==> src/rtl/ctrl_seq.sv <==
`default_nettype none
// ============================================================================
// Module   : ctrl_seq
// Purpose  : Self-sequencing fetch/decode/issue controller. Owns a program
//            counter, reads instruction words from a synchronous program
//            memory, decodes them into ALU op codes plus operand addresses
//            and hands each op to the ALU over a valid/ready handshake.
// Ports    : clk, rst        - clock, synchronous active-high reset
//            enable          - start request (looked at in IDLE only)
//            i_mem_data      - instruction word, valid the cycle after o_mem_rd
//            o_pc, o_mem_rd  - program memory read address / read strobe
//            o_address       - operand address for the ALU line
//            o_instr         - ALU op code (8'hFF while o_valid is low)
//            o_valid,i_ready - op handshake towards the ALU
//            o_halted        - HALT executed
//            o_err           - sticky illegal-opcode flag
// Options  : CTRL_JMP_EN     - when defined, opcode 011 is a JMP that loads
//                              the pc from the address field; otherwise 011
//                              is illegal.
// Revision : 1.0 - initial release
// ============================================================================
module ctrl_seq #(
   parameter int ADDRESS_BITS = 5,
   parameter int INSTR_BITS   = 3,
   parameter int PC_BITS      = 8,
   localparam int VALUE_BITS  = INSTR_BITS + ADDRESS_BITS
) (
   input  logic                    clk,
   input  logic                    rst,
   input  logic                    enable,
   input  logic [VALUE_BITS-1:0]   i_mem_data,
   output logic [PC_BITS-1:0]      o_pc,
   output logic                    o_mem_rd,
   output logic [ADDRESS_BITS-1:0] o_address,
   output logic [7:0]              o_instr,
   output logic                    o_valid,
   input  logic                    i_ready,
   output logic                    o_halted,
   output logic                    o_err
);

   typedef enum logic [2:0] {
      IDLE   = 3'd0,
      FETCH  = 3'd1,
      DECODE = 3'd2,
      ISSUE  = 3'd3,
      HALTED = 3'd4
   } state_t;

   localparam logic [7:0] ALU_LD   = 8'h00;
   localparam logic [7:0] ALU_STO  = 8'h01;
   localparam logic [7:0] ALU_ADD  = 8'h02;
   localparam logic [7:0] ALU_IDLE = 8'hFF;

   state_t                  state_q, state_d;
   logic [PC_BITS-1:0]      pc_q, pc_d;
   logic                    mem_rd_q, mem_rd_d;
   logic [ADDRESS_BITS-1:0] address_q, address_d;
   logic [7:0]              instr_q, instr_d;
   logic                    valid_q, valid_d;
   logic                    halted_q, halted_d;
   logic                    err_q, err_d;

   logic [INSTR_BITS-1:0]   opcode;
   logic [ADDRESS_BITS-1:0] addr_field;
   logic                    upper_nz;

   assign opcode     = i_mem_data[VALUE_BITS-1:ADDRESS_BITS];
   assign addr_field = i_mem_data[ADDRESS_BITS-1:0];
   // Only the low three opcode bits carry meaning; anything above them
   // being set makes the word illegal.
   assign upper_nz   = (opcode >> 3) != '0;

   always_comb begin
      state_d   = state_q;
      pc_d      = pc_q;
      address_d = address_q;
      instr_d   = instr_q;
      err_d     = err_q;

      unique case (state_q)
         IDLE: begin
            if (enable) state_d = FETCH;
         end
         FETCH: begin
            state_d = DECODE;
         end
         DECODE: begin
            // Default path covers NOP and every illegal word.
            state_d = FETCH;
            pc_d    = pc_q + PC_BITS'(1);
            if (upper_nz) begin
               err_d = 1'b1;
            end else begin
               case (opcode[2:0])
                  3'b000: ;
                  3'b001: begin
                     state_d   = ISSUE;
                     pc_d      = pc_q;
                     instr_d   = ALU_LD;
                     address_d = addr_field;
                  end
                  3'b010: begin
                     state_d   = ISSUE;
                     pc_d      = pc_q;
                     instr_d   = ALU_ADD;
                     address_d = addr_field;
                  end
                  3'b100: begin
                     state_d   = ISSUE;
                     pc_d      = pc_q;
                     instr_d   = ALU_STO;
                     address_d = addr_field;
                  end
`ifdef CTRL_JMP_EN
                  // Size cast zero-extends or truncates as PC_BITS demands.
                  3'b011: pc_d = PC_BITS'(addr_field);
`endif
                  3'b111: begin
                     state_d = HALTED;
                     pc_d    = pc_q;
                  end
                  default: err_d = 1'b1;
               endcase
            end
         end
         ISSUE: begin
            if (i_ready) begin
               state_d = FETCH;
               pc_d    = pc_q + PC_BITS'(1);
               instr_d = ALU_IDLE;
            end
         end
         HALTED: begin
            state_d = HALTED;
         end
         default: begin
            state_d = IDLE;
         end
      endcase

      // Strobes are registered from the next state so each one is high
      // exactly during the cycle spent in its state.
      mem_rd_d = (state_d == FETCH);
      valid_d  = (state_d == ISSUE);
      halted_d = (state_d == HALTED);
   end

   always_ff @(posedge clk) begin
      if (rst) begin
         state_q   <= IDLE;
         pc_q      <= '0;
         mem_rd_q  <= 1'b0;
         address_q <= '0;
         instr_q   <= ALU_IDLE;
         valid_q   <= 1'b0;
         halted_q  <= 1'b0;
         err_q     <= 1'b0;
      end else begin
         state_q   <= state_d;
         pc_q      <= pc_d;
         mem_rd_q  <= mem_rd_d;
         address_q <= address_d;
         instr_q   <= instr_d;
         valid_q   <= valid_d;
         halted_q  <= halted_d;
         err_q     <= err_d;
      end
   end

   assign o_pc      = pc_q;
   assign o_mem_rd  = mem_rd_q;
   assign o_address = address_q;
   assign o_instr   = instr_q;
   assign o_valid   = valid_q;
   assign o_halted  = halted_q;
   assign o_err     = err_q;

endmodule
`default_nettype wire

==> config.mk <==
export PLATFORM = sky130hd
export DESIGN_NAME = ctrl_seq
export DESIGN_NICKNAME = d
export VERILOG_FILES = /design/src/rtl/ctrl_seq.sv
export SDC_FILE = /design/constraint.sdc
export NUM_CORES = 1
export LEC_CHECK = 0
export CAP_MARGIN = 10
export CORE_UTILIZATION = 39
export CTS_CLUSTER_SIZE = 8
export DETAILED_ROUTE_END_ITERATION = 8
export PLACE_DENSITY = 0.73
export SYNTH_ARGS = -nofsm -noshare
export SYNTH_HDL_FRONTEND = slang
export SYNTH_SLANG_ARGS = --single-unit
export TNS_END_PERCENT = 50
==> constraint.sdc <==
create_clock -name clk -period 1.9 [get_ports clk]
set_clock_uncertainty 0.1 [all_clocks]
set_input_delay 0.475 -clock clk [delete_from_list [all_inputs] [get_ports clk]]
set_output_delay 0.475 -clock clk [all_outputs]
set_load 0.1 [all_outputs]
* Word-level counts from Yosys, hierarchy flattened
Cells that the tools add are included.
Widths: inputs -> output; s select.
** Word-level totals
- Output and inout port bits :: 25
- Register bits after elaboration :: 28
- Word-level logic and storage cells :: 44
- Input bits :: 12
** Operators by class
- Bitwise logic cells :: 1
- Equal/unequal tests :: 14
- Add/subtract/negate cells :: 1
- Reductions and logical operators :: 10
- Mux-type cells :: 10
** Operators by type and width (count)
- $pmux 8 s2 :: 2
- $mux 8 :: 3
- $pmux 8 s3 :: 1
- $pmux 3 s5 :: 1
- $eq 3x2->1 const B :: 4
- $eq 3x3->1 const B :: 4
- $eq 3x1->1 const B :: 3
- $add 8x1->8 const B :: 1
- $logic_not 3->1 :: 2
- $mux 3 :: 2
- $pmux 3 s2 :: 1
- $reduce_and 3->1 :: 2
- $reduce_or 5->1 :: 1
- $ne 2x2->1 const B :: 2
- $ne 4x4->1 const B :: 1
- $reduce_and 2->1 :: 2
- $reduce_or 4->1 :: 1
- $reduce_or 3->1 :: 1
- $reduce_bool 2->1 :: 1
- $not 1->1 :: 1

* Logic depth before layout (Yosys ltp)
Gate-level depths: netlist of the first run.
- Depth in word-level cells :: 5
- Mapped depth :: 5
- Mapped depth without buffers :: 4

* Worst setup path before layout of the first run
Ideal clock, no wire load.
- Kind :: register to register
- From :: register pc_q[0], in the netlist o_pc[0]
- To :: register pc_q[7], in the netlist o_pc[7]
- Path slack :: -0.265 ns
- Clock period less this slack :: 2.165 ns
- Setup time :: 0.121 ns
- Arrival :: 1.945 ns
- Cell stages (with the launch flop) :: 4
- Path buffers :: 0
- Data required time :: 1.679 ns
- Path through :: dfxtp_1 nand3_1 nor4_1 mux2_2
** On the way
- Cells in the longest elaborated chain, start to end :: 3
- Elaborated cells between the ends (all ways) :: 4
- Those cells by class :: add/sub: 1; mux: 3
** Ends and longest elaborated chain
- from (decl) :: line 56 : logic [PC_BITS-1:0] pc_q, pc_d;
- from (signal assigned) :: line 161 : pc_q <= pc_d;
- $add 8x1->8 (*) :: line 91, 130
- $mux 8 (on tied branches) :: line 128, 95
- $pmux 8 s2 (*) :: line 81 : unique case (state_q)
Every way passes the cells marked *; elsewhere a longest branch is shown, timed or not. The select of a mux whose other input is x is not followed.
A chain may end at the register's enable or synchronous reset.

* Worst setup path in the final report of the first run
- From :: input i_ready
- To :: register pc_q[6], in the netlist o_pc[6]
** On the way
- Cells in the longest elaborated chain, start to end :: 2
** Ends and longest elaborated chain
- from (decl) :: line 37 : input logic i_ready,
- $ne 2x2->1 (no source line)
- $reduce_and 3->1 (no source line)
No other way between the ends.

==> results.yml, run 1 <==
outcome:
  status: "finished, final reports clean"
finish:
  nNetsFinal: 169
  drive_gt1_share_pct: 34.2
  utilization_pct: 70.5
  fin_area_um2: 1780
  fillers: 197
  num_antenna_cells: 0
  area_growth_pct: 66.6
global_route:
  grt_pass1_wl_um: 3880
  grt_max_degree: 13
  grtUsageTotal_pct: 18.3
  antenna_found_initial: 0
  overflow: 0
  grt_pass1_vias: 948
logic_synthesis:
  yosysSeqAreaShare_pct: 43.1
  ys_warn_count: 0
  syn_nets: 129
  synth.most_common_cell: "dfxtp_1"
  synth-seq-cells: 23
  syn_inst: 116
  avgSynthCellArea_um2: 9.20
  syn_area_um2: 1070
  ys_types: 35
  synth_area_leader_cell: "dfxtp_1"
  synth_ff_type: "dfxtp_1"
  synth_edf_count: 0
  yosys-top-cells-count: "dfxtp_1 (23), nor2_1 (15), mux2i_1 (6)"
  ys_top_cells_by_area: "dfxtp_1 (43%), mux2i_1 (5.6%), nor2_1 (5.3%)"
  yosysTopAreaCellShare_pct: 43.1
  synth-async-reset-ratio_pct: 0
clock_network:
  root_buffer: "clkbuf_4"
  clk_path_buf_depth: 2
  cts_setup_buffers: 0
  cts_buffers: 3
  clock_latency_ps: 310
  cts_sinks: 23
  clk_pin_slew_worst_paths_ps: 120
  cts-hold-fix-buffers: 0
  tritoncts: "built"
  htreeDepth: 1
timing:
  fin_tns_setup_ps: 0
  max_freq_mhz: 560
  setup_viol: 0
  rsz0062_at_grt: "no"
  worstMarginPinSlew_ps: 461
  maxSlewHeadroom_pct: 69.2
  final.min_clock_period_ps: 1790
  finalMaxSlewViolations: 0
  timing.final.crit_share_pct: 94.1
  finalWorstSetupSlack_ps: 113
  hold_ws_ps: 437
  hold_viol_final: 0
power:
  power_density_nw_per_um2: 589
  p_leak_nw: 0.755
  ir_drop_mv: 0.481
critical_path:
  r2r_start: "state_q[1]$_SDFF_PP0_"
  worstSetupPathType: "in2reg"
  cp-startpoint: "i_ready"
  arrival_ps: 1900
  cp-end-kind: "register"
  crit_slowest_cell: "clkdlybuf4s50_1"
  ff2ff_path_depth: 5
  slowest_delay_ps: 490
  startpoint_type: "input port"
  required_ps: 2010
  r2r-end: "o_pc[6]$_SDFFE_PP0P_"
  worstPathMaxFanout: 4
  endpoint: "o_pc[6]$_SDFFE_PP0P_"
  crit_chain: "clkdlybuf4s50_1, nand2b_2, nand4_1, nor3_1, mux2_2"
  r2r_slack_ps: 260
run:
  maxCapViolations: 0
min_path:
  min_path_type: "reg2reg"
route:
  ant_nets: 0
  avgRoutedWirePerCell_um: 13.2
  drt_iter0_drc: 26
  drc_errors: 0
  vias: 997
  vias_per_cell: 5.39
  dr.pass1.iters: 4
  wl_um: 2440
placed_design:
  placed_area_um2: 1730
  dp_hpwl_um: 1900
  place_ws_ps: -435
  finalWeightedCongestion: 0.801
  port_buffers: 36
floorplanning:
  fp.dieW_um: 54.3
  num_rows: 18
  fp.dieH_um: 54.3
  ios: 37
  core_area_um2: 2520
  die_area_um2: 2950
  initial_utilization_pct: 42.3
what timing repair did:
action | 4_1_cts | 5_1_grt
pin swaps | 1 | 2
resized for setup | 1 | 5
setup endpoints to repair | 2 | 8
worst min path at each step:
stage	start	endpoint	slack, ps	cells past startpoint
after detailed placement	o_pc[4]$_SDFFE_PP0P_	o_pc[4]$_SDFFE_PP0P_	410	2
after global placement	o_pc[4]$_SDFFE_PP0P_	o_pc[4]$_SDFFE_PP0P_	410	2
after CTS	o_pc[4]$_SDFFE_PP0P_	o_pc[4]$_SDFFE_PP0P_	440	2
after floorplan	state_q[2]$_SDFF_PP0_	o_valid$_SDFF_PP0_	470	3
after global routing	o_pc[4]$_SDFFE_PP0P_	o_pc[4]$_SDFFE_PP0P_	480	2
final	o_pc[4]$_SDFFE_PP0P_	o_pc[4]$_SDFFE_PP0P_	440	2
registers in the layout, summed over array words and instances (netlist names):
name       cells
o_address      5
o_valid        1
o_instr        3
o_pc           8
o_err          1
state_q        3
o_mem_rd       1
o_halted       1
cell usage in the layout, fill, tap and decap left out, types with 2 or more instances in the layout:
master	Yosys	routed
buf_12	0	25
dfxtp_1	23	17
nor2_1	15	14
buf_4	5	10
clkdlybuf4s50_1	0	9
mux2i_1	6	6
dfxtp_2	0	6
o21ai_0	5	5
nand2_1	5	5
nor2b_1	4	4
a21oi_1	4	4
a31oi_1	3	3
nand3_1	3	3
or3_1	3	3
inv_1	3	3
nand4_1	3	3
mux2_2	3	3
nor3_1	3	3
clkbuf_4	0	3
xor2_1	2	2
nor3b_1	2	2
and2_1	2	2
xnor2_1	2	2
o31ai_1	2	2
dlymetal6s2s_1	0	2
per-stage QoR:
| stage | instances | power [W] |
|---|---|---|
| 6_report | 185 | 0.00105 |
| 3_3_place_gp | 181 | 0.000826 |
| 3_5_place_dp | 181 | 0.000832 |
| 4_1_cts | 185 | 0.00105 |
| 2_1_floorplan | 116 | 0.000715 |
| 5_1_grt | 185 | 0.00109 |
routing by layer:
layer  vias up  GRT usage, %  part of all wire, %
li1        478             -                    -
met1       473          21.0                   41
met2        39          32.5                   52
met3         7          3.33                  4.7
met4         0          8.12                  2.2
met5         -             0                    0
area by class of cell:
cell class                 count  area (um2)  share of cell area (%)
timing repair buffer          46         691                    38.8
multi-input combinational     79         544                    30.6
sequential                    23         468                    26.3
tap                           30        37.5                    2.11
clock buffer                   4        26.3                    1.48
inverter                       3        11.3                   0.633
critical path, delay by kind of cell:
family | cells | cell delay, ps
muxes | 1 | 350
buffers and inverters | 1 | 490
and+or+nand+nor | 3 | 570
report_power, final:
part	switching (W)	leakage [nW]	internal [W]
logic	0.000180	0.552	0.000125
clock network	0.000139	0.0150	0.0000819
registers	0.0000248	0.189	0.000497
total	0.000344	0.755	0.000704
cell families (layout without fill, tap and decap cells):
group	after synthesis	in the layout	share of synthesized area, %
and+or+nand+nor	44	44	20.9
DFF	23	23	43.1
AOI/OAI and AO/OA	20	20	12.8
buffers and inverters	14	53	7.74
muxes	9	9	8.79
xor gates and xnor gates	5	5	5.51
adders and majority gates	1	1	1.17
Note: power is estimated with default switching activity, not from simulation.
==> run 2, diff against run 1 <==
--- a/config.mk
+++ b/config.mk
@@ -6,10 +6,10 @@
 export NUM_CORES = 1
 export LEC_CHECK = 0
 export CAP_MARGIN = 10
-export CORE_UTILIZATION = 39
+export CORE_UTILIZATION = 38
 export CTS_CLUSTER_SIZE = 8
 export DETAILED_ROUTE_END_ITERATION = 8
-export PLACE_DENSITY = 0.73
+export PLACE_DENSITY = 0.72
 export SYNTH_ARGS = -nofsm -noshare
 export SYNTH_HDL_FRONTEND = slang
 export SYNTH_SLANG_ARGS = --single-unit
==> results.yml, run 2 (synthesis results as in run 1) <==
critical_path:
  arrival_ps: 2030
  worstSetupPathType: "in2reg"
  required_ps: 2050
  cp_top_family: "simple AND/OR/NAND/NOR gates"
  cp-end-kind: "register"
  slowest_delay_ps: 480
  path_buf_inv: 1
  r2r_slack_ps: 180
  crit_slowest_cell: "or4_1"
  worstPathMaxFanout: 4
  crit_chain: "clkdlybuf4s50_1, xnor3_2, nor2_2, or4_1, a21oi_1"
  startpoint_type: "input port"
timing:
  max_freq_mhz: 534
  final.min_clock_period_ps: 1870
  hold_viol_final: 0
  timing.final.crit_share_pct: 98.5
  setup_viol: 0
  finalWorstSetupSlack_ps: 27.6
  worstMarginPinSlew_ps: 435
  finalMaxSlewViolations: 0
  hold_ws_ps: 441
  rsz0062_at_grt: "yes"
  maxSlewHeadroom_pct: 71.0
run:
  maxCapViolations: 0
power:
  p_leak_nw: 0.739
  ir_drop_mv: 0.496
  power_density_nw_per_um2: 591
finish:
  largest_register_ffs: 8
  final_cell_mix: "buf_12 (25), dfxtp_1 (17), nor2_1 (14)"
  num_antenna_cells: 0
  area_growth_pct: 67.6
  nNetsFinal: 170
  layout_commonest_cell: "buf_12"
  seq_area_um2: 468
  multi_input_area_um2: 548
  drive_gt1_share_pct: 35.9
  fillers: 185
  utilization_pct: 69.7
clock_network:
  tritoncts: "built"
  cts-hold-fix-buffers: 0
  cts_sinks: 23
  clk_path_buf_depth: 2
  clk_pin_slew_worst_paths_ps: 120
  clock_latency_ps: 320
  htreeDepth: 1
  root_buffer: "clkbuf_4"
  cts_buffers: 3
global_route:
  overflow: 0
  grt_max_degree: 14
  grtUsageTotal_pct: 17.8
  grtUsageMet2_pct: 29.9
  met3_usage_pct: 4.10
  antenna_found_initial: 0
  grt_pass1_vias: 882
  use_met1_pct: 20.1
  grt_pass1_wl_um: 3780
  top_usage_layer: "met2"
route:
  drc_errors: 0
  vias: 976
  ant_nets: 0
  avgRoutedWirePerCell_um: 13.1
  vias_per_cell: 5.25
  wl_um: 2440
  drt_iter0_drc: 18
  dr.pass1.iters: 4
min_path:
  min_path_type: "reg2reg"
outcome:
  status: "finished, final reports clean"
placed_design:
  finalWeightedCongestion: 0.792
  place_ws_ps: -361
  dp_hpwl_um: 1800
  port_buffers: 36
floorplanning:
  num_rows: 18
  initial_utilization_pct: 41.6
  fp.dieH_um: 55.0
  die_area_um2: 3020
  fp.dieW_um: 55.0
  core_area_um2: 2570
  ios: 37
[run 2: final cells by class]
cell class / count / area share (%)
repair buffers: 47 / 39.0
clock inverters: 1 / 0.280
clock buffers: 3 / 1.26
inverters: 3 / 0.629
flip-flops and latches: 23 / 26.2
multi-input cells: 79 / 30.6
well taps: 30 / 2.10
[run 2: metrics by stage]
stage | instances | power [W] | cell area (um2) | setup TNS [ps]
floorplan | 116 | 0.000715 | 1070 | -12.3
global placement | 182 | 0.000826 | 1730 | -3340
detailed placement | 182 | 0.000832 | 1730 | -4200
CTS | 186 | 0.00106 | 1760 | 0
global route | 186 | 0.00111 | 1790 | -38.0
finish | 186 | 0.00106 | 1790 | 0
[run 2: worst min-delay path, cell delays in order (launching register included)]
cell     delay [ps]
dfxtp_2         370
o21ai_0          80
a21oi_1          60
[run 2: report_power, final]
part	switching (W)	internal (W)	leakage, nW
clock	0.000148	0.0000788	0.0177
combinational	0.000182	0.000127	0.533
sequential	0.0000242	0.000497	0.189
total	0.000355	0.000703	0.739
[run 2: repair_timing]
action                     4_1_cts  5_1_grt
setup endpoints to repair        1        5
setup buffers                    0        0
gates resized for setup          0        6
pin swaps                        1        0
[run 2: per-layer routing]
layer | vias up | routed length (um)
li1 | 486 | -
met1 | 455 | 1050
met2 | 29 | 1230
met3 | 6 | 112
met4 | 0 | 40
met5 | - | 0
[run 2: final timing paths]
check / start / endpoint / cells after the start
worst min-delay path: o_pc[4]$_SDFFE_PP0P_ / o_pc[4]$_SDFFE_PP0P_ / 2
worst max register to register: state_q[0]$_SDFF_PP0_ / o_address[4]$_SDFFE_PP0P_ / 5
worst max-delay path: i_mem_data[5] / o_pc[5]$_SDFFE_PP0P_ / 5
worst min register to register: o_pc[4]$_SDFFE_PP0P_ / o_pc[4]$_SDFFE_PP0P_ / 2
==> variant: new RTL, config.mk and constraints of run 1 <==
Make the reset (`rst`) asynchronous in one clocked block. Comments in the files are not updated.
--- a/src/rtl/ctrl_seq.sv
+++ b/src/rtl/ctrl_seq.sv
@@ -146,7 +146,7 @@
       halted_d = (state_d == HALTED);
    end
 
-   always_ff @(posedge clk) begin
+   always_ff @(posedge clk or posedge rst) begin
       if (rst) begin
          state_q   <= IDLE;
          pc_q      <= '0;
Check against the original RTL: differs if rst is asserted again (counterexample within 4 cycles, from zero or initial values and one cycle with rst high); with rst held inactive, the same outputs for 10 cycles.
==> variant against run 1 <==
- first-iteration DRC count shrank 85%
- final area rose by 1.3%
- utilization increased by 0.26 points
- sequential cell count stayed put
- non-clock buffer count fell by 3
- worst setup slack worse by 0.074 ns
- synthesized area rose by 1.9%
- die area rose by 1.8%
- global-route usage shrank 0.29 points
- wire length shrank 1.5%
Power is not shown: default switching activity piles up to over one toggle a cycle in this logic, so the estimate is an artifact.
==> variant: results (changes against run 1) <==
| Metric | Value |
|---|---|
| First-pass GRT wire length | 3770 um (-2.8%) |
| Worst-path cell with the longest stage delay | dfstp_2 |
| Compound-Gate Fraction of Synth Area | 7.13% (-5.6 points) |
| Antenna violations before repair | 0 (unchanged) |
| CTS clock-pin slew for the worst setup and hold paths | 0.13 ns |
| Sequential area share after synthesis | 53.3% (+10 points) |
| DP HPWL | 1770 um (-7.2%) |
| Worst EP arrival | 1.29 ns (-0.61 ns) |
| Clk buf depth | 2 (unchanged) |
| Multiplexer area fraction after synthesis | 8.06% (-0.74 points) |
| Outcome | finished clean |
| Gr usage total | 18.0% (-0.29 points) |
| Fill cells | 186 (-5.6%) |
| Syn_nets | 107 (-17%) |
| Worst min-delay path class | primary input to async pin |
| Nets | 147 (-13%) |
| Top cells by area, synth | dfrtp_1 (46%), dfstp_2 (7.2%), mux2_2 (6.2%), buf_4 (3.5%), xnor2_1 (3.2%) |
| Adder-cell area share of the yosys netlist | 2.07% (+0.90 points) |
| Worst-Margin Slew | 0.692 ns (+0.231 ns) |
| Wirelength, routed | 2400 um (-1.5%) |
| Largest net degree at the start of global routing | 24 (+11) |
| Routability Congestion | 0.781 (-2.6%) |
| Via Count | 839 (-16%) |
| Worst path top cell family by delay | flip-flops |
| Synth unique cells | 32 (-8.6%) |
| Number of global-route vias before repair | 822 (-13%) |
| TritonCTS buffer count | 3 (unchanged) |
| Post-synth ARST share | 100% (+100 points) |
| Crit Path Max Fanout | 7 (+3) |
| Synth cell count leaders | dfrtp_1 (20), mux2_2 (6), nand2_1 (6), nor2_1 (6), buf_4 (5) |
| Starting DRT DRC Count | 4 (-85%) |
| R2R Path Start | state_q[0]$_DFF_PP0_ |
| XOR/XNOR Fraction of Synth Area | 8.63% (+3.1 points) |
| Layout cell share with drive strength beyond 1 | 40.6% (+6.4 points) |
| First-pass DRT Iterations | 5 (+1) |
| Reg-to-reg slack, setup | 0.13 ns (-0.13 ns) |
| Worst path max stage delay | 0.75 ns (+0.26 ns) |
| Top_reg_cell synth | dfrtp_1 |
| Ant diodes | 0 (unchanged) |
| Worst reg-to-reg path cell count | 4 (-1) |
| Final std cells w/o fill | 163 (-12%) |
| Worst r2r dst | o_pc[6]$_DFFE_PP0P_ |
| Mapped Cells | 94 (-19%) |
| Root Buffer Master | clkbuf_4 |
variant: cell types whose count changed in the layout (fill, tap and decap cells not counted), moves of 4 or more:
cell,before,now
o21ai_0,5,1
dfxtp_2,6,0
dfrtp_1,0,18
mux2i_1,6,2
dfxtp_1,17,0
nor2_1,14,6
variant: worst max-delay path by stage:
stage | startpoint | end | slack (ns) | cells past startpoint
3_5_place_dp | i_mem_data[7] | o_pc[6]$_DFFE_PP0P_ | -0.47 | 5
6_report | o_instr[6]$_DFFE_PP1P_ | o_instr[4] | 0.04 | 1
3_3_place_gp | i_mem_data[7] | o_pc[1]$_DFFE_PP0P_ | -0.45 | 4
2_1_floorplan | i_mem_data[6] | o_pc[1]$_DFFE_PP0P_ | 0.02 | 4
4_1_cts | i_mem_data[7] | o_pc[1]$_DFFE_PP0P_ | 0.02 | 4
5_1_grt | state_q[0]$_DFF_PP0_ | o_pc[6]$_DFFE_PP0P_ | -0.03 | 4
variant: per-layer routing:
metal  vias to the layer above  part of all wire [%]  global-route usage, %  routed length (um)
li1                        395                     -                      -                   -
met4                         0                  0.17                   4.70                   4
met3                         2                   6.0                   4.72                 144
met1                       413                    42                   22.4                1000
met2                        29                    52                   30.5                1250
met5                         -                     0                      0                   0
variant: repair_timing:
item                                    in CTS  in global routing
gates cloned                                 0                  0
endpoints found under the setup margin      15                  7
resized for setup                            8                  3
pin swaps                                    5                  3
hold buffers                                 0                  0
variant: cell type report:
cell class / instances / area, um^2 / share of cell area, %
Clock buffer: 3 / 22.5 / 1.25
Clock inverter: 1 / 5.00 / 0.278
Inverter: 4 / 15.0 / 0.834
Multi-Input combinational cell: 59 / 475 / 26.4
Sequential cell: 23 / 582 / 32.3
Tap cell: 30 / 37.5 / 2.08
Timing Repair Buffer: 43 / 663 / 36.8
variant: cell families after synthesis:
logic type                 after synthesis
buffers and inverters                   12
AOI/OAI and AO/OA                       11
muxes                                    8
DFF                                     23
adders and majority gates                2
xor gates and xnor gates                 9
and+or+nand+nor                         29
variant: metrics by stage:
stage | TNS (ns) | hold slack [ns] | util (%) | cell area (um^2) | setup WS (ns)
after floorplan | 0 | 0.375 | - | 1090 | 0.0172
after detailed placement | -6.98 | 0.416 | 68.1 | 1730 | -0.474
after CTS | 0 | 0.406 | 70.3 | 1790 | 0.0223
after global placement | -6.32 | 0.402 | 68.1 | 1730 | -0.447
after global routing | -0.0255 | 0.395 | 70.7 | 1800 | -0.0255
final | 0 | 0.389 | 70.7 | 1800 | 0.0392
variant: tightest hold or removal path: stages:
cell	delay, ns
clkdlybuf4s50_1	0.40
inv_1	0.05
buf_4	0.28
